`src/rtl/load_data_unit.sv`:
```
// Load data unit: issues doubleword-aligned reads for a MEM-stage load, extracts the
// addressed bytes (splitting across two beats when needed) and returns the extended result.
module load_data_unit #(
  parameter int ADDR_W      = 64,
  parameter int ALLOW_SPLIT = 1
) (
  input  logic              clk,
  input  logic              rstn,
  input  logic              req_valid,
  output logic              req_ready,
  input  logic [ADDR_W-1:0] req_addr,
  input  logic [2:0]        req_width,
  output logic              mem_req_valid,
  input  logic              mem_req_ready,
  output logic [ADDR_W-1:0] mem_req_addr,
  input  logic              mem_rvalid,
  input  logic [63:0]       mem_rdata,
  output logic              resp_valid,
  input  logic              resp_ready,
  output logic [63:0]       resp_data,
  output logic              resp_err
);

  localparam int IDX_W = ADDR_W - 3;

  localparam logic [2:0] W_NONE = 3'b000;
  localparam logic [2:0] W_DW   = 3'b001;
  localparam logic [2:0] W_W    = 3'b010;
  localparam logic [2:0] W_HW   = 3'b011;
  localparam logic [2:0] W_B    = 3'b100;
  localparam logic [2:0] W_UW   = 3'b101;
  localparam logic [2:0] W_UHW  = 3'b110;
  localparam logic [2:0] W_UB   = 3'b111;

  typedef enum logic [2:0] {
    IDLE  = 3'd0,
    REQ0  = 3'd1,
    WAIT0 = 3'd2,
    REQ1  = 3'd3,
    WAIT1 = 3'd4,
    RESP  = 3'd5
  } state_e;

  function automatic logic [3:0] size_of(input logic [2:0] width);
    logic [3:0] sz;
    case (width)
      W_DW:         sz = 4'd8;
      W_W, W_UW:    sz = 4'd4;
      W_HW, W_UHW:  sz = 4'd2;
      W_B, W_UB:    sz = 4'd1;
      default:      sz = 4'd0;
    endcase
    return sz;
  endfunction

  function automatic logic needs_split(input logic [2:0] off, input logic [2:0] width);
    return ({1'b0, off} + size_of(width)) > 4'd8;
  endfunction

  // Align the addressed byte to bit 0, then keep and extend the requested width.
  function automatic logic [63:0] extract(input logic [127:0] pair,
                                          input logic [2:0]   off,
                                          input logic [2:0]   width);
    logic [63:0] v;
    logic [63:0] r;
    v = 64'(pair >> {off, 3'b000});
    case (width)
      W_DW:    r = v;
      W_W:     r = {{32{v[31]}}, v[31:0]};
      W_HW:    r = {{48{v[15]}}, v[15:0]};
      W_B:     r = {{56{v[7]}},  v[7:0]};
      W_UW:    r = {32'd0, v[31:0]};
      W_UHW:   r = {48'd0, v[15:0]};
      W_UB:    r = {56'd0, v[7:0]};
      default: r = 64'd0;
    endcase
    return r;
  endfunction

  state_e             state_q, state_d;
  logic [ADDR_W-1:0]  addr_q;
  logic [2:0]         width_q;
  logic [63:0]        lo_q;
  logic [63:0]        resp_data_q;
  logic               resp_err_q;

  logic [IDX_W-1:0]   dw_idx;
  logic [IDX_W-1:0]   dw_idx_next;
  logic               split_q;
  logic               req_bad;
  logic [127:0]       rd_pair;
  logic [63:0]        result_nxt;

  assign dw_idx      = addr_q[ADDR_W-1:3];
  assign dw_idx_next = dw_idx + IDX_W'(1);
  assign split_q     = needs_split(addr_q[2:0], width_q);
  assign req_bad     = (req_width == W_NONE) ||
                       ((ALLOW_SPLIT == 0) && needs_split(req_addr[2:0], req_width));

  // Second beat feeds the result register directly alongside the held first beat.
  always_comb begin
    rd_pair = {64'd0, mem_rdata};
    if (state_q == WAIT1) rd_pair = {mem_rdata, lo_q};
  end

  assign result_nxt = extract(rd_pair, addr_q[2:0], width_q);

  always_ff @(posedge clk or negedge rstn) begin
    if (!rstn) state_q <= IDLE;
    else       state_q <= state_d;
  end

  always_comb begin
    state_d       = state_q;
    req_ready     = 1'b0;
    mem_req_valid = 1'b0;
    mem_req_addr  = '0;
    resp_valid    = 1'b0;
    case (state_q)
      IDLE: begin
        req_ready = 1'b1;
        if (req_valid) state_d = req_bad ? RESP : REQ0;
      end
      REQ0: begin
        mem_req_valid = 1'b1;
        mem_req_addr  = {dw_idx, 3'b000};
        if (mem_req_ready) state_d = WAIT0;
      end
      WAIT0: begin
        if (mem_rvalid) state_d = split_q ? REQ1 : RESP;
      end
      REQ1: begin
        mem_req_valid = 1'b1;
        mem_req_addr  = {dw_idx_next, 3'b000};
        if (mem_req_ready) state_d = WAIT1;
      end
      WAIT1: begin
        if (mem_rvalid) state_d = RESP;
      end
      RESP: begin
        resp_valid = 1'b1;
        if (resp_ready) state_d = IDLE;
      end
      default: state_d = IDLE;
    endcase
  end

  // Request capture, beat capture and result register.
  always_ff @(posedge clk or negedge rstn) begin
    if (!rstn) begin
      addr_q      <= '0;
      width_q     <= 3'b000;
      lo_q        <= 64'd0;
      resp_data_q <= 64'd0;
      resp_err_q  <= 1'b0;
    end else begin
      case (state_q)
        IDLE: begin
          if (req_valid) begin
            addr_q  <= req_addr;
            width_q <= req_width;
            if (req_bad) begin
              resp_data_q <= 64'd0;
              resp_err_q  <= 1'b1;
            end
          end
        end
        WAIT0: begin
          if (mem_rvalid) begin
            lo_q <= mem_rdata;
            if (!split_q) begin
              resp_data_q <= result_nxt;
              resp_err_q  <= 1'b0;
            end
          end
        end
        WAIT1: begin
          if (mem_rvalid) begin
            resp_data_q <= result_nxt;
            resp_err_q  <= 1'b0;
          end
        end
        default: ;
      endcase
    end
  end

  assign resp_data = resp_data_q;
  assign resp_err  = resp_err_q;

endmodule

```
`config.mk`:
```
export PLATFORM = sky130hd
export DESIGN_NAME = load_data_unit
export DESIGN_NICKNAME = d
export VERILOG_FILES = /design/src/rtl/load_data_unit.sv
export SDC_FILE = /design/constraint.sdc
export NUM_CORES = 1
export LEC_CHECK = 0
export ABC_AREA = 0
export BUFFER_PORTS_ARGS = -buffer_cell sky130_fd_sc_hd__buf_2
export CORE_UTILIZATION = 58
export CTS_BUF_LIST = sky130_fd_sc_hd__clkbuf_8
export DETAILED_ROUTE_END_ITERATION = 6
export PLACE_DENSITY_LB_ADDON = 0.05
export SETUP_SLACK_MARGIN = 0.02
export SLEW_MARGIN = 20
export SYNTH_ARGS = -nofsm -noshare
export SYNTH_HDL_FRONTEND = slang
export SYNTH_SLANG_ARGS = --single-unit
```
`constraint.sdc`:
```
create_clock -name clk -period 3.5 [get_ports clk]
set_clock_uncertainty 0.15 [all_clocks]
set_input_delay 0.175 -clock clk [delete_from_list [all_inputs] [get_ports clk]]
set_output_delay 0.175 -clock clk [all_outputs]
set_load 0.005 [all_outputs]
```
* Word level (Yosys, flattened, before mapping)
Cells that the tools add are included.
** Cells by class
- Multiplexer cells :: 28
- Equality and inequality tests :: 20
- $lt $le $gt $ge :: 1
- Add/subtract/negate cells :: 2
- Reductions and logical operators :: 11
- Shift-type cells :: 1
** Operator list (count)
- $pmux W64 S7 :: 1
- $mux W64 :: 5
- $pmux W64 S3 :: 1
- $mux W128 :: 1
- $pmux W64 S2 :: 1
- $shr A128 B6 Y64 :: 1
- $add A61 B1 Y61 const B :: 1
- $mux W3 :: 8
- $eq A3 B3 Y1 const B :: 6
- $pmux W3 S6 :: 1
- $ne A2 B2 Y1 const B :: 8
- $pmux W4 S4 :: 1
- $eq A3 B2 Y1 const B :: 4
- $reduce_and A6 Y1 :: 2
- $mux W1 :: 8
- $reduce_or A2 Y1 :: 4
- $eq A3 B1 Y1 const B :: 2
- $logic_not A3 Y1 :: 2
- $add A3 B4 Y4 :: 1
- $gt A4 B4 Y1 const B :: 1
- $reduce_and A2 Y1 :: 2
- $pmux W1 S3 :: 1
- $reduce_bool A3 Y1 :: 1
** Storage, ports and cells
- Word-level logic and storage cells :: 69
- Input port bits :: 137
- Output and inout port bits :: 132
- Bits in registers :: 199

* Logic depth before layout (Yosys ltp)
Gate-level depths: netlist of run 1.
- Depth in word-level cells :: 8
- Mapped depth :: 14
- Depth with buffers taken out :: 10

* Worst setup path after synthesis of run 1
OpenSTA, ideal clock, no wires.
- Path type :: register to register
- From :: reg width_q[0]
- To :: reg resp_data_q[61], in the netlist resp_data[61]
- Library setup time :: 124 ps
- Path slack :: 420 ps
- Arrival time :: 2806 ps
- Stages on the path, launching flop included :: 15
- Path buffers :: 4
- Clock period less this slack :: 3080 ps
- Cells stage by stage :: dfrtp_1 > buf_2 > and2_1 > o21a_1 > ha_1 > fa_1 > xor2_1 > nor3_1 > nor2_1 > a211o_1 > buf_2 > buf_2 > clkbuf_1 > nand2_1 > nand3_2
** Between the ends
- Cells in the longest elaborated chain, start to end :: 7
- Elaborated cells on any way between the ends :: 20
- Those cells by class :: 1 x add/sub; 1 x order compare; 8 x eq/ne; 6 x mux; 4 x reduce/logical
** RTL lines
- from (decl) :: line 82 : logic [2:0] width_q;
- from (signal assigned) :: line 161 : width_q <= req_width;
- $eq A3 B3 Y1 or $eq A3 B2 Y1 (tied branches) :: line 46, 67
- $reduce_or A2 Y1 :: line 46 : case (width)
- $pmux W4 S4 :: line 46
- $add A3 B4 Y4 :: line 57 : return ({1'b0, off} + size_of(width)) > 4'd8;
- $gt A4 B4 Y1 :: line 57
- $ne A2 B2 Y1 (no source line)
- $reduce_and A6 Y1 (no source line)
- to (signal assigned) :: line 172 : resp_data_q <= result_nxt;
- to (signal assigned) :: line 179 : resp_data_q <= result_nxt;
- to (decl) :: line 84 : logic [63:0] resp_data_q;
Parallel ways exist; a longest one is shown, timed or not. The select of a mux whose other input is x is not followed.
A chain may end at the register's enable or synchronous reset.

* Final worst setup path of run 1
- From :: reg state_q[1]
- To :: out mem_req_addr[21]
** Between the ends
- Cells in the longest elaborated chain, start to end :: 2
- Elaborated cells on any way between the ends :: 3
- Those cells by class :: 2 x eq/ne; 1 x mux
** RTL lines
- from (decl) :: line 80 : state_e state_q, state_d;
- from (signal assigned) :: line 110 : else state_q <= state_d;
- $eq A3 B2 Y1 or $eq A3 B1 Y1 (tied branches) :: line 119 : case (state_q)
- $pmux W64 S2 * :: line 119
- to (decl) :: line 15 : output logic [ADDR_W-1:0] mem_req_addr,
Every way passes the cells marked *; elsewhere a longest branch is shown, timed or not.

==> results of run 1 <==
-- cells in the final DEF (no fill, tap or decap), types with 8 or more instances in the layout --
cell type                         n
sky130_fd_sc_hd__xnor2_1         20
sky130_fd_sc_hd__mux2i_1        128
sky130_fd_sc_hd__nor3_1          25
sky130_fd_sc_hd__clkbuf_8        18
sky130_fd_sc_hd__buf_2          264
sky130_fd_sc_hd__inv_1           11
sky130_fd_sc_hd__or3_1           16
sky130_fd_sc_hd__nand3_1         46
sky130_fd_sc_hd__and2_1          16
sky130_fd_sc_hd__nand4_1         28
sky130_fd_sc_hd__xor2_1          37
sky130_fd_sc_hd__a32o_1          10
sky130_fd_sc_hd__o311ai_0        11
sky130_fd_sc_hd__nor2_1          97
sky130_fd_sc_hd__and3_1           9
sky130_fd_sc_hd__o21ai_1         14
sky130_fd_sc_hd__dfrtp_1        195
sky130_fd_sc_hd__buf_12          12
sky130_fd_sc_hd__mux4_2          41
sky130_fd_sc_hd__a31oi_1         19
sky130_fd_sc_hd__o211ai_2         8
sky130_fd_sc_hd__a21oi_1         55
sky130_fd_sc_hd__a32oi_1          9
sky130_fd_sc_hd__nand2_1        155
sky130_fd_sc_hd__o21ai_0         59
sky130_fd_sc_hd__o311ai_1         9
sky130_fd_sc_hd__mux2_2         143
sky130_fd_sc_hd__buf_4           41
sky130_fd_sc_hd__dlygate4sd3_1  133
-- registers in the layout, indices dropped and copies added, names as in the netlist --
signal	count
addr_q	64
lo_q	64
resp_data	64
resp_err	1
state_q	3
width_q	3
-- Yosys cell counts, types with 5 or more instances --
library cell and instances:
sky130_fd_sc_hd__dfrtp_1 199, sky130_fd_sc_hd__nand2_1 155, sky130_fd_sc_hd__mux2_2 143, sky130_fd_sc_hd__mux2i_1 128
sky130_fd_sc_hd__nor2_1 97, sky130_fd_sc_hd__clkbuf_1 64, sky130_fd_sc_hd__o21ai_0 59, sky130_fd_sc_hd__a21oi_1 55
sky130_fd_sc_hd__nand3_1 47, sky130_fd_sc_hd__mux4_2 41, sky130_fd_sc_hd__xor2_1 37, sky130_fd_sc_hd__buf_2 28
sky130_fd_sc_hd__nand4_1 28, sky130_fd_sc_hd__nor3_1 25, sky130_fd_sc_hd__xnor2_1 20, sky130_fd_sc_hd__a31oi_1 19
sky130_fd_sc_hd__and2_1 17, sky130_fd_sc_hd__or3_1 16, sky130_fd_sc_hd__o21ai_1 14, sky130_fd_sc_hd__inv_1 13
sky130_fd_sc_hd__buf_1 12, sky130_fd_sc_hd__o311ai_0 11, sky130_fd_sc_hd__a32o_1 10, sky130_fd_sc_hd__and3_1 10
sky130_fd_sc_hd__a32oi_1 9, sky130_fd_sc_hd__o311ai_1 9, sky130_fd_sc_hd__and4_1 8, sky130_fd_sc_hd__buf_4 8
sky130_fd_sc_hd__o211ai_2 8, sky130_fd_sc_hd__a211oi_1 7, sky130_fd_sc_hd__buf_6 7, sky130_fd_sc_hd__a211o_1 6
sky130_fd_sc_hd__o211a_1 6, sky130_fd_sc_hd__o211ai_1 6, sky130_fd_sc_hd__a22oi_1 5, sky130_fd_sc_hd__nand2b_1 5
sky130_fd_sc_hd__nor2b_1 5, sky130_fd_sc_hd__o21a_1 5
-- repair_timing --
item                       in CTS  in global routing
resized for setup               1                  6
setup buffers                   0                  4
hold buffers                  133                  0
pin swaps                       0                  4
hold endpoints to repair      195                  0
setup endpoints to repair       2                 33
-- metal layers --
metal  part of all wire, %  up-vias
met2                    44      756
met5                     0        -
met3                    12       89
li1                      -     5937
met1                    42     6439
met4                   2.3        0
-- cell type report --
type                            instances  area, µm²  share of cell area [%]
Sequential cell                       199       4990                    28.5
Inverter                               13       48.8                   0.279
Timing Repair Buffer                  453       3240                    18.5
Multi-Input combinational cell       1080       8410                    48.0
Tap cell                              319        399                    2.28
Clock inverter                         15        201                    1.15
Clock buffer                           17        234                    1.34
Antenna cell                            1       2.50                  0.0143
-- power breakdown --
part           switching [µW]  leakage [µW]  internal (µW)  total (µW)
logic                    5110       0.00500           4190        9300
registers                1080       0.00246           3400        4480
clock network             999      0.000218            623        1620
total                    7190       0.00768           8210       15400
-- per-stage QoR --
stage                     setup TNS, ns  setup WS, ns  util (%)
after global placement                0         0.223      66.6
after CTS                             0        0.0647      74.1
after floorplan                       0         0.420         -
after detailed placement              0         0.144      66.6
after global routing            -0.0451       -0.0451      74.4
final                                 0        0.0788      74.4
-- cells by family (layout without fill, tap and decap cells) --
family                     count (synthesis)  count (layout)
AOI/OAI and AO/OA                        267             267
muxes                                    312             312
DFF                                      199             199
adders and majority gates                  5               5
other                                      1               4
buffers and inverters                    132             498
and+or+nand+nor                          436             436
xor gates and xnor gates                  57              57
-- path summary, 6_finish.rpt --
| path | cells past startpoint | start | slack [ns] | endpoint |
|---|---|---|---|---|
| min in group asynchronous | 2 | rstn | 0.08 | resp_data[44] |
| worst max register to register | 11 | width_q[0] | 0.23 | resp_data[57] |
| worst max-delay path | 8 | state_q[1] | 0.08 | mem_req_addr[21] |
| max in group asynchronous | 3 | rstn | 2.08 | addr_q[0] |
| worst min-delay path | 4 | mem_rvalid | 0.04 | state_q[1] |
| worst min register to register | 2 | resp_data[7] | 0.34 | resp_data[7] |
-- critical path, delay by kind of cell (launching register included) --
kind | cells | cell delay, ns
AOI/OAI and AO/OA | 1 | 0.18
buffers and inverters | 3 | 0.60
DFF | 1 | 0.50
and+or+nand+nor | 4 | 1.35
==> impl_results.html, run 1 <==
<table>
<tr><th>Metric</th><th>Value</th></tr>
<tr><th colspan="2">Layout</th></tr>
<tr><td>Post-Layout Inst Area</td><td>0.0175 mm²</td></tr>
<tr><td>Synthesis-to-finish area growth</td><td>25.6%</td></tr>
<tr><td>Filler cells</td><td>1780</td></tr>
<tr><td>Fin cells</td><td>2097</td></tr>
<tr><td>Share of final-layout standard cells stronger than drive strength 1</td><td>32.3%</td></tr>
<tr><td>Layout net count</td><td>1906</td></tr>
<tr><th colspan="2">Placed design</th></tr>
<tr><td>Final GP Congestion</td><td>0.985</td></tr>
<tr><td>PortBufs</td><td>265</td></tr>
<tr><td>Number of placed cells counting well taps</td><td>1927</td></tr>
<tr><td>Detailed Place HPWL</td><td>31200 µm</td></tr>
<tr><td>Placed cell area</td><td>0.0157 mm²</td></tr>
<tr><th colspan="2">Global route</th></tr>
<tr><td>Vias in the first global route</td><td>12490</td></tr>
<tr><td>GRT met3 Usage</td><td>13.1%</td></tr>
<tr><td>Antenna violations before repair</td><td>0</td></tr>
<tr><td>Pin count of the biggest net entering global routing</td><td>96</td></tr>
<tr><td>Total global-route track usage</td><td>36.8%</td></tr>
<tr><td>Wire length of the first global-routing pass</td><td>69300 µm</td></tr>
<tr><td>Layer carrying the most global-route usage</td><td>met2</td></tr>
<tr><td>M2 GR Usage</td><td>54.0%</td></tr>
<tr><td>Aggregate global routing overflow</td><td>0</td></tr>
<tr><td>Met1 Use GR</td><td>50.9%</td></tr>
<tr><th colspan="2">Power</th></tr>
<tr><td>Pwr per Cell Area</td><td>879 mW/mm²</td></tr>
<tr><td>Leakage power of the design</td><td>0.00768 µW</td></tr>
<tr><td>Worst vdd ir</td><td>0.546 mV</td></tr>
<tr><td>Power after layout</td><td>15400 µW</td></tr>
<tr><th colspan="2">Die</th></tr>
<tr><td>Initial core utilization</td><td>59.2%</td></tr>
<tr><td>Floorplan Core Area</td><td>0.0235 mm²</td></tr>
<tr><td>Height of the die</td><td>157 µm</td></tr>
<tr><td>Std cell rows</td><td>56</td></tr>
<tr><td>I/O pin total</td><td>269</td></tr>
<tr><td>Total Die Area</td><td>0.0247 mm²</td></tr>
<tr><td>Die width</td><td>157 µm</td></tr>
<tr><th colspan="2">Drt</th></tr>
<tr><td>Number of vias per cell after detailed routing</td><td>6.30</td></tr>
<tr><td>Total DRC errors in the routed layout</td><td>6</td></tr>
<tr><td>Post-DR wirelength/cell</td><td>21.7 µm</td></tr>
<tr><td>Initial DRC count</td><td>1461</td></tr>
<tr><td>Number of routed nets with antenna violations</td><td>0</td></tr>
<tr><td>Initial DRT Pass Iterations</td><td>7</td></tr>
<tr><td>Detailed-route via count</td><td>13221</td></tr>
<tr><td>Final routed wirelength across all metal layers</td><td>45600 µm</td></tr>
<tr><th colspan="2">Synthesis</th></tr>
<tr><td>Count of flip-flops with a built-in enable after synthesis</td><td>0</td></tr>
<tr><td>Simple-gate share of the synthesized area</td><td>15.2%</td></tr>
<tr><td>Post-synth top area share</td><td>35.7%</td></tr>
<tr><td>Xor and xnor fraction of the mapped netlist area</td><td>3.58%</td></tr>
<tr><td>Area contributors post-synth</td><td>sky130_fd_sc_hd__dfrtp_1 (36%), sky130_fd_sc_hd__mux2_2 (12%), sky130_fd_sc_hd__mux2i_1 (9.2%), sky130_fd_sc_hd__mux4_2 (6.6%), sky130_fd_sc_hd__nand2_1 (4.2%)</td></tr>
<tr><td>Flops &amp; latches, synth</td><td>199</td></tr>
<tr><td>Number of standard cells after synthesis</td><td>1409</td></tr>
<tr><td>Most area-hungry cell type in the Yosys netlist</td><td>sky130_fd_sc_hd__dfrtp_1</td></tr>
<tr><td>Share of synthesized flip-flops with an asynchronous set or reset</td><td>100%</td></tr>
<tr><td>Main combinational cell family by area after synthesis</td><td>multiplexers</td></tr>
<tr><td>Share of the synthesized area in compound gates (AO/OA/AOI/OAI)</td><td>13.2%</td></tr>
<tr><td>Post-synthesis instance area</td><td>0.0139 mm²</td></tr>
<tr><td>Multiplexer fraction of the synthesized cell area</td><td>27.4%</td></tr>
<tr><td>Dominant register cell in the synthesized netlist</td><td>sky130_fd_sc_hd__dfrtp_1</td></tr>
<tr><td>Yosys warning count</td><td>0</td></tr>
<tr><td>Avg Cell Area, Syn</td><td>9.90 µm²</td></tr>
<tr><td>Adder and majority gate portion of the synthesized area</td><td>0.502%</td></tr>
<tr><td>Proportion of synthesized chip area in sequential cells</td><td>35.7%</td></tr>
<tr><td>Count of different cell masters after synthesis</td><td>76</td></tr>
<tr><th colspan="2">STA</th></tr>
<tr><td>Hold Vio Cnt, Final</td><td>0</td></tr>
<tr><td>Setup violators final</td><td>0</td></tr>
<tr><td>RSZ-0062 raised after global routing</td><td>yes</td></tr>
<tr><td>Max Clock Freq</td><td>292 MHz</td></tr>
<tr><td>Pin slew with the least headroom to its limit</td><td>1.03 ns</td></tr>
<tr><td>Time the final worst path needs with I/O delays and setup</td><td>3.42 ns</td></tr>
<tr><td>Final cycle utilization of the critical path</td><td>97.7%</td></tr>
<tr><td>Slew margin rel.</td><td>31.0%</td></tr>
<tr><td>Fin Hold WS</td><td>0.0388 ns</td></tr>
<tr><td>Count of pins over their slew limit</td><td>0</td></tr>
<tr><th colspan="2">Clock network</th></tr>
<tr><td>Insertion delay of the later-clocked pin in the worst-skew pair</td><td>0.48 ns</td></tr>
<tr><td>Count of H-tree levels built during CTS</td><td>4</td></tr>
<tr><td>Clk sinks</td><td>199</td></tr>
<tr><td>CTS clock-pin slew for the worst setup and hold paths</td><td>0.11 ns</td></tr>
<tr><td>Number of buffers created by CTS</td><td>17</td></tr>
<tr><td>Clock tree root buffer cell</td><td>sky130_fd_sc_hd__clkbuf_8</td></tr>
<tr><td>TritonCTS clock tree</td><td>built</td></tr>
<tr><td>Number of buffers on the longest clock path</td><td>2</td></tr>
<tr><th colspan="2">Critical path</th></tr>
<tr><td>Category of the worst setup path launch point</td><td>register</td></tr>
<tr><td>CP max-delay cell</td><td>sky130_fd_sc_hd__dfrtp_2</td></tr>
<tr><td>Endpoint arrival time on the critical path</td><td>3.10 ns</td></tr>
<tr><td>Worst setup path class</td><td>reg -&gt; out</td></tr>
<tr><td>Stage delay of the slowest cell on the critical path</td><td>0.50 ns</td></tr>
<tr><td>CP max FO</td><td>20</td></tr>
<tr><td>Crit end category</td><td>output port</td></tr>
<tr><td>Data required, critical path</td><td>3.17 ns</td></tr>
<tr><td>Worst-path cell chain</td><td>buf_6 &gt; nand4_1 &gt; nor4_4 &gt; buf_6 &gt; nand4_1 &gt; or3_1 &gt; a21oi_1 &gt; buf_2</td></tr>
<tr><th colspan="2">Job</th></tr>
<tr><td>Number of violations of the max-capacitance limit</td><td>0</td></tr>
<tr><th colspan="2">Outcome</th></tr>
<tr><td>Violated checks</td><td>design-rule violations</td></tr>
<tr><td>Status</td><td>complete, but fails checks</td></tr>
<tr><th colspan="2">Worst hold path</th></tr>
<tr><td>HP Class</td><td>in -&gt; reg</td></tr>
</table>
Note: power is estimated with default switching activity, not from simulation.
==> inputs of run 2 (changes only) <==
Settings changed: CORE_UTILIZATION 58 to 53, HOLD_SLACK_MARGIN set to 0.06.
Clock period 3.5 ns to 3.12 ns, I/O delays scaled along.
==> impl_results.html, run 2 (synthesized netlist as in run 1, its figures left out) <==
<table>
<tr><th>Metric</th><th>Value</th></tr>
<tr><th colspan="2">STA</th></tr>
<tr><td>Pin slew with the least headroom to its limit</td><td>0.775 ns</td></tr>
<tr><td>Final cycle utilization of the critical path</td><td>98.8%</td></tr>
<tr><td>Count of pins over their slew limit</td><td>0</td></tr>
<tr><td>Hold Vio Cnt, Final</td><td>0</td></tr>
<tr><td>Setup violators final</td><td>0</td></tr>
<tr><td>Time the final worst path needs with I/O delays and setup</td><td>3.08 ns</td></tr>
<tr><td>RSZ-0062 raised after global routing</td><td>yes</td></tr>
<tr><td>Max Clock Freq</td><td>324 MHz</td></tr>
<tr><td>Slew margin rel.</td><td>48.1%</td></tr>
<tr><th colspan="2">Critical path</th></tr>
<tr><td>Category of the worst setup path launch point</td><td>register</td></tr>
<tr><td>Crit end category</td><td>register</td></tr>
<tr><td>Endpoint arrival time on the critical path</td><td>3.28 ns</td></tr>
<tr><td>Data required, critical path</td><td>3.32 ns</td></tr>
<tr><td>Worst setup path class</td><td>reg -&gt; reg</td></tr>
<tr><td>CP max FO</td><td>5</td></tr>
<tr><th colspan="2">Global route</th></tr>
<tr><td>Wire length of the first global-routing pass</td><td>71200 µm</td></tr>
<tr><td>Vias in the first global route</td><td>12491</td></tr>
<tr><td>Aggregate global routing overflow</td><td>0</td></tr>
<tr><td>Antenna violations before repair</td><td>1</td></tr>
<tr><td>Total global-route track usage</td><td>34.7%</td></tr>
<tr><td>Pin count of the biggest net entering global routing</td><td>84</td></tr>
<tr><th colspan="2">Layout</th></tr>
<tr><td>Most frequent standard cell in the layout excluding fill and tap cells</td><td>sky130_fd_sc_hd__buf_2</td></tr>
<tr><td>Diode count</td><td>0</td></tr>
<tr><td>Utilization after layout</td><td>72.6%</td></tr>
<tr><td>Filler cells</td><td>1896</td></tr>
<tr><td>Layout net count</td><td>2014</td></tr>
<tr><td>Top library cells by usage in the layout, fill and taps aside</td><td>sky130_fd_sc_hd__buf_2 (264), sky130_fd_sc_hd__dfrtp_1 (190), sky130_fd_sc_hd__nand2_1 (152), sky130_fd_sc_hd__mux2_2 (143), sky130_fd_sc_hd__dlygate4sd3_1 (135)</td></tr>
<tr><td>Share of final-layout standard cells stronger than drive strength 1</td><td>38.0%</td></tr>
<tr><td>Synthesis-to-finish area growth</td><td>34.8%</td></tr>
<tr><td>Area taken by flip-flops and latches</td><td>0.00499 mm²</td></tr>
<tr><td>Area of combinational cells with multiple inputs</td><td>0.00858 mm²</td></tr>
<tr><th colspan="2">Power</th></tr>
<tr><td>Proportion of total power due to net switching</td><td>45.8%</td></tr>
<tr><td>Logic gate share of total power</td><td>63.9%</td></tr>
<tr><td>Clock group share of total power</td><td>10.2%</td></tr>
<tr><td>Internal portion of total power</td><td>10300 µW</td></tr>
<tr><td>Net switching component of the power</td><td>8750 µW</td></tr>
<tr><td>Worst vdd ir</td><td>0.802 mV</td></tr>
<tr><td>Sequential fraction of design power</td><td>25.9%</td></tr>
<tr><td>Power after layout</td><td>19100 µW</td></tr>
<tr><td>Pwr per Cell Area</td><td>1020 mW/mm²</td></tr>
<tr><td>Leakage power of the design</td><td>0.00834 µW</td></tr>
<tr><th colspan="2">Drt</th></tr>
<tr><td>Initial DRC count</td><td>1597</td></tr>
<tr><td>Total DRC errors in the routed layout</td><td>0</td></tr>
<tr><td>Initial DRT Pass Iterations</td><td>7</td></tr>
<tr><td>Number of vias per cell after detailed routing</td><td>6.16</td></tr>
<tr><td>Number of routed nets with antenna violations</td><td>0</td></tr>
<tr><td>Detailed-route via count</td><td>13665</td></tr>
<tr><td>Final routed wirelength across all metal layers</td><td>48800 µm</td></tr>
<tr><td>Post-DR wirelength/cell</td><td>22.0 µm</td></tr>
<tr><th colspan="2">Clock network</th></tr>
<tr><td>CTS clock-pin slew for the worst setup and hold paths</td><td>0.11 ns</td></tr>
<tr><td>Clk sinks</td><td>199</td></tr>
<tr><td>Clock tree root buffer cell</td><td>sky130_fd_sc_hd__clkbuf_8</td></tr>
<tr><td>TritonCTS clock tree</td><td>built</td></tr>
<tr><td>Insertion delay of the later-clocked pin in the worst-skew pair</td><td>0.52 ns</td></tr>
<tr><td>Count of H-tree levels built during CTS</td><td>4</td></tr>
<tr><td>Number of buffers on the longest clock path</td><td>2</td></tr>
<tr><td>Number of buffers created by CTS</td><td>17</td></tr>
<tr><th colspan="2">Placed design</th></tr>
<tr><td>Detailed Place HPWL</td><td>32400 µm</td></tr>
<tr><td>PortBufs</td><td>265</td></tr>
<tr><td>Final GP Congestion</td><td>0.912</td></tr>
<tr><th colspan="2">Outcome</th></tr>
<tr><td>Status</td><td>finished, final reports clean</td></tr>
<tr><th colspan="2">Die</th></tr>
<tr><td>Initial core utilization</td><td>53.8%</td></tr>
<tr><td>Total Die Area</td><td>0.0270 mm²</td></tr>
<tr><td>Die width</td><td>164 µm</td></tr>
<tr><td>Height of the die</td><td>164 µm</td></tr>
<tr><td>Floorplan Core Area</td><td>0.0259 mm²</td></tr>
<tr><td>I/O pin total</td><td>269</td></tr>
<tr><td>Std cell rows</td><td>59</td></tr>
<tr><th colspan="2">Job</th></tr>
<tr><td>Number of violations of the max-capacitance limit</td><td>0</td></tr>
<tr><th colspan="2">Worst hold path</th></tr>
<tr><td>HP Class</td><td>in -&gt; reg</td></tr>
</table>
-- run 2: timing repair --
item,4_1_cts,5_1_grt
gates cloned,1,7
hold buffers,136,0
hold endpoints to repair,334,0
setup endpoints to repair,20,91
gates resized for setup,11,53
buffers inserted,5,25
pin swaps,3,15
-- run 2: critical path: stages, from the launching register on --
cell and delay (ns):
sky130_fd_sc_hd__dfrtp_1 0.44, sky130_fd_sc_hd__and2_4 0.18, sky130_fd_sc_hd__o21a_1 0.16, sky130_fd_sc_hd__ha_2 0.19, sky130_fd_sc_hd__fa_2 0.35, sky130_fd_sc_hd__xor2_1 0.16, sky130_fd_sc_hd__nor3_2 0.25, sky130_fd_sc_hd__nor2_2 0.09
sky130_fd_sc_hd__a211o_4 0.37, sky130_fd_sc_hd__nor4_4 0.36, sky130_fd_sc_hd__buf_6 0.18, sky130_fd_sc_hd__a21oi_1 0.06
-- run 2: final timing paths --
| path | startpoint | to | cells past startpoint | slack, ns |
|---|---|---|---|---|
| worst min-delay path | resp_ready | state_q[0] | 5 | 0.17 |
| max in group asynchronous | rstn | addr_q[50] | 4 | 1.75 |
| min in group asynchronous | rstn | lo_q[52] | 4 | 0.60 |
| worst max-delay path | width_q[1] | resp_data[45] | 11 | 0.04 |
| worst max register to register | width_q[1] | resp_data[45] | 11 | 0.04 |
| worst min register to register | resp_data[7] | resp_data[7] | 2 | 0.34 |
-- run 2: through the flow --
stage	setup slack [ns]	area, µm²	setup TNS [ns]	hold slack [ns]	cells
after floorplan	0.0403	14000	0	-0.290	1411
after global placement	-0.0484	16300	-0.0484	-0.0190	2014
after detailed placement	-0.00845	16300	-0.0141	-0.0164	2014
after CTS	0.00000822	18300	0	0.0998	2188
after global routing	-0.0849	18800	-0.803	0.220	2220
final	0.0382	18800	0	0.170	2220
-- run 2: area by class of cell --
type	count	share of cell area, %
Tap cell	335	2.23
Timing Repair Buffer	560	22.9
Sequential cell	199	26.6
Multi-Input combinational cell	1081	45.6
Inverter	13	0.260
Clock buffer	17	1.24
Clock inverter	15	1.21
-- run 2: routing by layer --
layer,global-route usage (%),vias to the layer above,wire (µm)
met2,49.6,715,21400
li1,-,6149,-
met4,7.28,2,731
met1,52.8,6745,21900
met3,8.18,54,4750
met5,0,-,10
-- run 2: power groups by stage --
stage / registers (µW) / logic (µW) / clock network (µW)
final: 4950 / 12200 / 1940
after global routing: 5100 / 13000 / 2070
after CTS: 4900 / 11100 / 1990
after detailed placement: 4950 / 10900 / 0
after global placement: 4900 / 10700 / 0
after floorplan: 4620 / 7090 / 0
